==> src/rtl/mem_sched_pkg.sv <==
// Shared constants and tag pipeline entry type for the BRAM read-port scheduler.
// Imported by the scheduler top and its priority selector.
package mem_sched_pkg;

  localparam int MS_N       = 8;
  localparam int MS_ADDR_W  = 12;
  localparam int MS_DATA_W  = 64;
  localparam int MS_LATENCY = 2;

  typedef struct packed {
    logic            valid;
    logic [MS_N-1:0] id;
  } tag_t;

endpackage

==> src/rtl/mem_port_rr_scheduler_rr_priority_select.sv <==
// Round-robin priority selector: one-hot grant, search starts above i_ptr.
// Ports: i_req (candidates), i_ptr (one-hot last served), o_grant (one-hot).
module rr_priority_select
  import mem_sched_pkg::*;
#(
  parameter int N = MS_N
) (
  input  logic [N-1:0] i_req,
  input  logic [N-1:0] i_ptr,
  output logic [N-1:0] o_grant
);

  logic [N-1:0] w_mask;
  logic [N-1:0] w_masked;
  logic [N-1:0] w_m_first;
  logic [N-1:0] w_u_first;

  // Thermometer of indices strictly above the pointer.
  assign w_mask    = ~(i_ptr | (i_ptr - 1'b1));
  assign w_masked  = i_req & w_mask;
  // Isolate lowest set bit (fixed-priority pass).
  assign w_m_first = w_masked & (~w_masked + 1'b1);
  assign w_u_first = i_req & (~i_req + 1'b1);

  assign o_grant = (|w_masked) ? w_m_first : w_u_first;

endmodule

==> src/rtl/mem_port_rr_scheduler.sv <==
// Shares one fixed-latency BRAM read port among N requesters, round-robin.
// Ports: req_* requests, mem_* BRAM port, rsp_* one-hot responses, busy.
module mem_port_rr_scheduler
  import mem_sched_pkg::*;
#(
  parameter int N           = MS_N,
  parameter int ADDR_W      = MS_ADDR_W,
  parameter int DATA_W      = MS_DATA_W,
  parameter int MEM_LATENCY = MS_LATENCY
) (
  input  logic                clk,
  input  logic                rst,
  input  logic [N-1:0]        req_valid,
  input  logic [N*ADDR_W-1:0] req_addr,
  output logic [N-1:0]        req_ready,
  input  logic                mem_ready,
  output logic                mem_en,
  output logic [ADDR_W-1:0]   mem_addr,
  input  logic [DATA_W-1:0]   mem_rdata,
  output logic [N-1:0]        rsp_valid,
  output logic [DATA_W-1:0]   rsp_data,
  output logic                busy
);

  logic [N-1:0]      r_ptr;
  tag_t              r_pipe [MEM_LATENCY];
  logic [N-1:0]      w_cand;
  logic [N-1:0]      w_grant;
  logic              w_issue;
  logic [ADDR_W-1:0] w_addr;

  assign w_cand = req_valid & {N{mem_ready}};

  rr_priority_select #(
    .N(N)
  ) u_sel (
    .i_req  (w_cand),
    .i_ptr  (r_ptr),
    .o_grant(w_grant)
  );

  assign w_issue = |w_grant;

  always_comb begin
    w_addr = '0;
    for (int i = 0; i < N; i++) begin
      if (w_grant[i]) w_addr = req_addr[i*ADDR_W +: ADDR_W];
    end
  end

  assign req_ready = w_grant;
  assign mem_en    = w_issue;
  assign mem_addr  = w_addr;

  always_ff @(posedge clk) begin
    if (rst) begin
      r_ptr <= {1'b1, {(N-1){1'b0}}};
    end else if (w_issue) begin
      r_ptr <= w_grant;
    end
  end

  // Tags shift every cycle; mem_ready never stalls returning reads.
  always_ff @(posedge clk) begin
    if (rst) begin
      for (int i = 0; i < MEM_LATENCY; i++) begin
        r_pipe[i] <= '0;
      end
    end else begin
      r_pipe[0] <= '{valid: w_issue, id: w_grant};
      for (int i = 1; i < MEM_LATENCY; i++) begin
        r_pipe[i] <= r_pipe[i-1];
      end
    end
  end

  assign rsp_valid = r_pipe[MEM_LATENCY-1].valid ?
                     r_pipe[MEM_LATENCY-1].id : '0;
  assign rsp_data  = (|rsp_valid) ? mem_rdata : '0;

  always_comb begin
    busy = 1'b0;
    for (int i = 0; i < MEM_LATENCY; i++) begin
      busy = busy | r_pipe[i].valid;
    end
  end

  always_ff @(posedge clk) begin
    if (!rst) begin
      assert ($onehot0(req_ready));
      assert ($onehot0(rsp_valid));
      assert ($onehot(r_ptr));
      assert (!mem_en || mem_ready);
    end
  end

endmodule

==> config.mk <==
export PLATFORM = sky130hd
export DESIGN_NAME = mem_port_rr_scheduler
export DESIGN_NICKNAME = d
export VERILOG_FILES = /design/src/rtl/mem_sched_pkg.sv /design/src/rtl/mem_port_rr_scheduler_rr_priority_select.sv /design/src/rtl/mem_port_rr_scheduler.sv
export SDC_FILE = /design/constraint.sdc
export NUM_CORES = 1
export LEC_CHECK = 0
export ABC_AREA = 0
export CORE_AREA = 2 2 102 104
export DETAILED_ROUTE_END_ITERATION = 6
export DIE_AREA = 0 0 104 106
export PLACE_DENSITY = 0.74
export SLEW_MARGIN = 20
export SYNTH_ARGS = -nofsm -noshare
export SYNTH_HDL_FRONTEND = slang
export SYNTH_HIERARCHICAL = 1
export SYNTH_SLANG_ARGS = --single-unit
==> constraint.sdc <==
create_clock -name clk -period 16.3 [get_ports clk]
set_input_delay 4.89 -clock clk [delete_from_list [all_inputs] [get_ports clk]]
set_output_delay 4.89 -clock clk [all_outputs]
set_load 0.01 [all_outputs]
==> results.json <==
{
  "syn_area_per_cell_um2": 7.495,
  "synth_area_leaders": "dfxtp_1 (23%), and2_1 (22%), nor2b_1 (6.6%), o22ai_1 (6.0%), a221oi_1 (4.6%)",
  "root_buffer": "clkbuf_8",
  "critPathMaxFanout": 10,
  "startpoint": "mem_ready",
  "critical_path_class": "in -> out",
  "grt_use_total_pct": 22.38,
  "ys_ff_latch": 26,
  "design_power_total_mw": 0.3354,
  "drt_pass1_iterations": 4,
  "power_density_mw_per_mm2": 65.62,
  "syn_inst": 305,
  "hold_class": "reg -> reg",
  "rr_endpoint": "r_ptr[2]",
  "grt_max_degree": 65,
  "core_area_mm2": 0.01000,
  "cts.htree.levels": 1,
  "antenna_cells": 0,
  "period_needed_ns": 13.87,
  "fillers": 972,
  "yosys_warnings": 6,
  "clkLatencyLatePin_ns": 0.26,
  "worstMarginPinSlew_ns": 1.085,
  "cts_setup_buffers": 0,
  "clk_pin_slew_ns": 0.08,
  "skew_ns": 0.001292,
  "start_util_pct": 22.86,
  "cts_buffers": 3,
  "yosysTopAreaCell": "dfxtp_1",
  "synth_edf_count": 0,
  "r2r_setup_slack_ns": 12.92,
  "endpoint": "mem_addr[11]",
  "slew_violations": 0,
  "cp.required_ns": 11.41,
  "clockBufferDepth": 2,
  "async_reset_ff_share_pct": 0,
  "wire_per_inst_um": 19.26,
  "worstSetupStartpointType": "primary input",
  "rr_worst_depth": 9,
  "synth_top_cell_area_share_pct": 22.77,
  "report.final.setup_viol": 0,
  "p_leak_nw": 1.933,
  "drive_above_1_share_pct": 4.309,
  "switchingPower_mw": 0.1216,
  "seqPwrFrac_pct": 22.5,
  "crit_top_cell": "clkdlybuf4s50_1",
  "dr_total_vias": 3427,
  "worstPathCellList": "clkdlybuf4s50_1 > and2_1 > nor2b_1 > o22ai_1 > o211ai_2 > o21ai_0 > or2_1 > a221oi_1 > or3_1 > a31oi_1 > clkdlybuf4s50_1",
  "syn-num-nets": 476,
  "dpl.hpwl_mm": 10.92,
  "rsz0062_at_grt": "false",
  "relSlewSlack_pct": 27.38,
  "peakVddDrop_mv": 0.03285,
  "endpoint_kind": "primary output",
  "dieArea_mm2": 0.01102,
  "fmax_ghz": 0.07210,
  "die_h_um": 106,
  "post_cts_resize_count": 0,
  "clock-sinks": 26,
  "antenna_left": 0,
  "finalSetupTns_ns": 0,
  "grt_pass1_vias": 3318,
  "reg2reg_from": "r_ptr[1]",
  "cts_tree": "done",
  "hold_buffers": 0,
  "antenna_found_initial": 0,
  "synth-seq-area-share_pct": 22.77,
  "place.gp.congestion": 0.9679,
  "finalWirelength_mm": 13.35,
  "avgViaCountPerCell": 4.945,
  "ys_types": 46,
  "fin_nets": 729,
  "intPower_mw": 0.2138,
  "die_w_um": 104,
  "io_pins": 265,
  "finalHoldViolations": 0,
  "crit_arrival_ns": 8.98,
  "portBuffers": 264,
  "comb_power_share_pct": 65.6,
  "critPathMaxStageDelay_ns": 0.90,
  "overflow": 0,
  "rows": 37,
  "fin_crit_sh_pct": 85.09,
  "drtIter0Drc": 231,
  "power.share.clock_pct": 12.0,
  "grt_pass1_wl_mm": 19.54,
  "status": "finished clean",
  "ys.flop_type": "dfxtp_1",
  "drc": 0,
  "slowest_stage": "o21ai_0",
  "syn2layout_area_growth_pct": 123.6,
  "maxCapViolations": 0,
  "p_sw_share_pct": 36.24,
  "netlist_area_mm2": 0.002286
}
placed cells by master (no fill, tap or decap), drive strengths merged:
cell type	count
o21ai	8
clkdlybuf4s50	264
nor2b	24
or2	3
nor3	4
o21a	1
or3	11
a31oi	12
dfxtp	26
and2b	1
nand2	7
and2	82
clkbuf	4
o22ai	22
or3b	2
nand3	3
a211oi	1
nand2b	2
a211o	1
o211ai	2
nor2	15
and4	1
a21oi	3
a22oi	12
nor4	2
buf	4
or4	2
nand3b	2
a21boi	1
o41ai	3
a221oi	12
nand4	4
inv	8
a21o	7
nand4b	1
critical path, delay by kind of cell:
family / cells / cell delay [ns]
AO/OA/AOI/OAI: 5 / 1.81
AND/OR/NAND/NOR: 4 / 1.20
buffers and inverters: 2 / 1.06
cells by family after synthesis:
| group | share of synthesized area, % |
|---|---|
| flops | 22.77 |
| simple gates | 44.12 |
| compound gates | 27.31 |
| buf+inv | 5.801 |
per-stage QoR:
stage          utilization, %  cells  area (µm²)  worst slack [ns]  hold slack, ns
6_report                51.11    693        5111             2.431          0.4384
5_1_grt                 51.11    693        5111             2.189          0.4609
4_1_cts                 50.96    692        5096             2.463          0.4447
3_5_place_dp            50.41    688        5041             2.455          0.4248
3_3_place_gp            50.41    688        5041             2.553          0.4238
2_1_floorplan               -    305        2286             3.758          0.4138
Yosys cell counts, drive strengths merged, types with 2 or more instances:
library cell,count
or4,2
nand4,4
buf,7
or3b,2
a221oi,12
a22oi,12
o41ai,3
clkbuf,13
a31oi,12
dfxtp,26
o22ai,22
and2,82
nand2,7
nand3b,2
a21oi,3
nor3,4
nand2b,2
or2,3
a21o,7
nand3,3
inv,8
nor2b,24
o21ai,8
nor2,15
nor4,2
or3,11
o211ai,2
flip-flops by register name (all words and copies together), names as in the netlist:
register	count
r_pipe	18
r_ptr	8
routing by layer:
layer / global-route usage [%] / share of wire, % / vias up
met5: 0 / 0 / -
met4: 3.958 / 1.2 / 0
met3: 8.890 / 12 / 21
met2: 38.35 / 48 / 209
met1: 26.78 / 40 / 1588
li1: - / - / 1609
worst min path at each step:
stage / from / end / slack [ns] / cells after the start
3_3_place_gp: r_pipe[0][6] / r_pipe[0][15] / 0.42 / 1
4_1_cts: r_pipe[0][1] / r_pipe[0][10] / 0.44 / 1
3_5_place_dp: r_pipe[0][1] / r_pipe[0][10] / 0.42 / 1
6_report: r_pipe[0][1] / r_pipe[0][10] / 0.44 / 1
2_1_floorplan: r_pipe[0][1] / r_pipe[0][10] / 0.41 / 1
5_1_grt: r_pipe[0][1] / r_pipe[0][10] / 0.46 / 1
power groups by stage:
stage	logic (mW)	clock network [mW]	registers [mW]
final	0.220	0.0401	0.0754
after detailed placement	0.218	0	0.0768
after global placement	0.216	0	0.0765
after CTS	0.220	0.0417	0.0754
after global routing	0.234	0.0441	0.0764
after floorplan	0.101	0	0.0750
layout make-up:
class,instances,area (µm²),share of cell area (%)
clock buffers,4,55.05,1.077
inverters,8,30.03,0.5875
multi-input cells,251,1655,32.39
flip-flops and latches,26,520.5,10.18
well taps,136,170.2,3.329
repair buffers,268,2680,52.44
No activity file was read; power rests on OpenSTA's default activity.
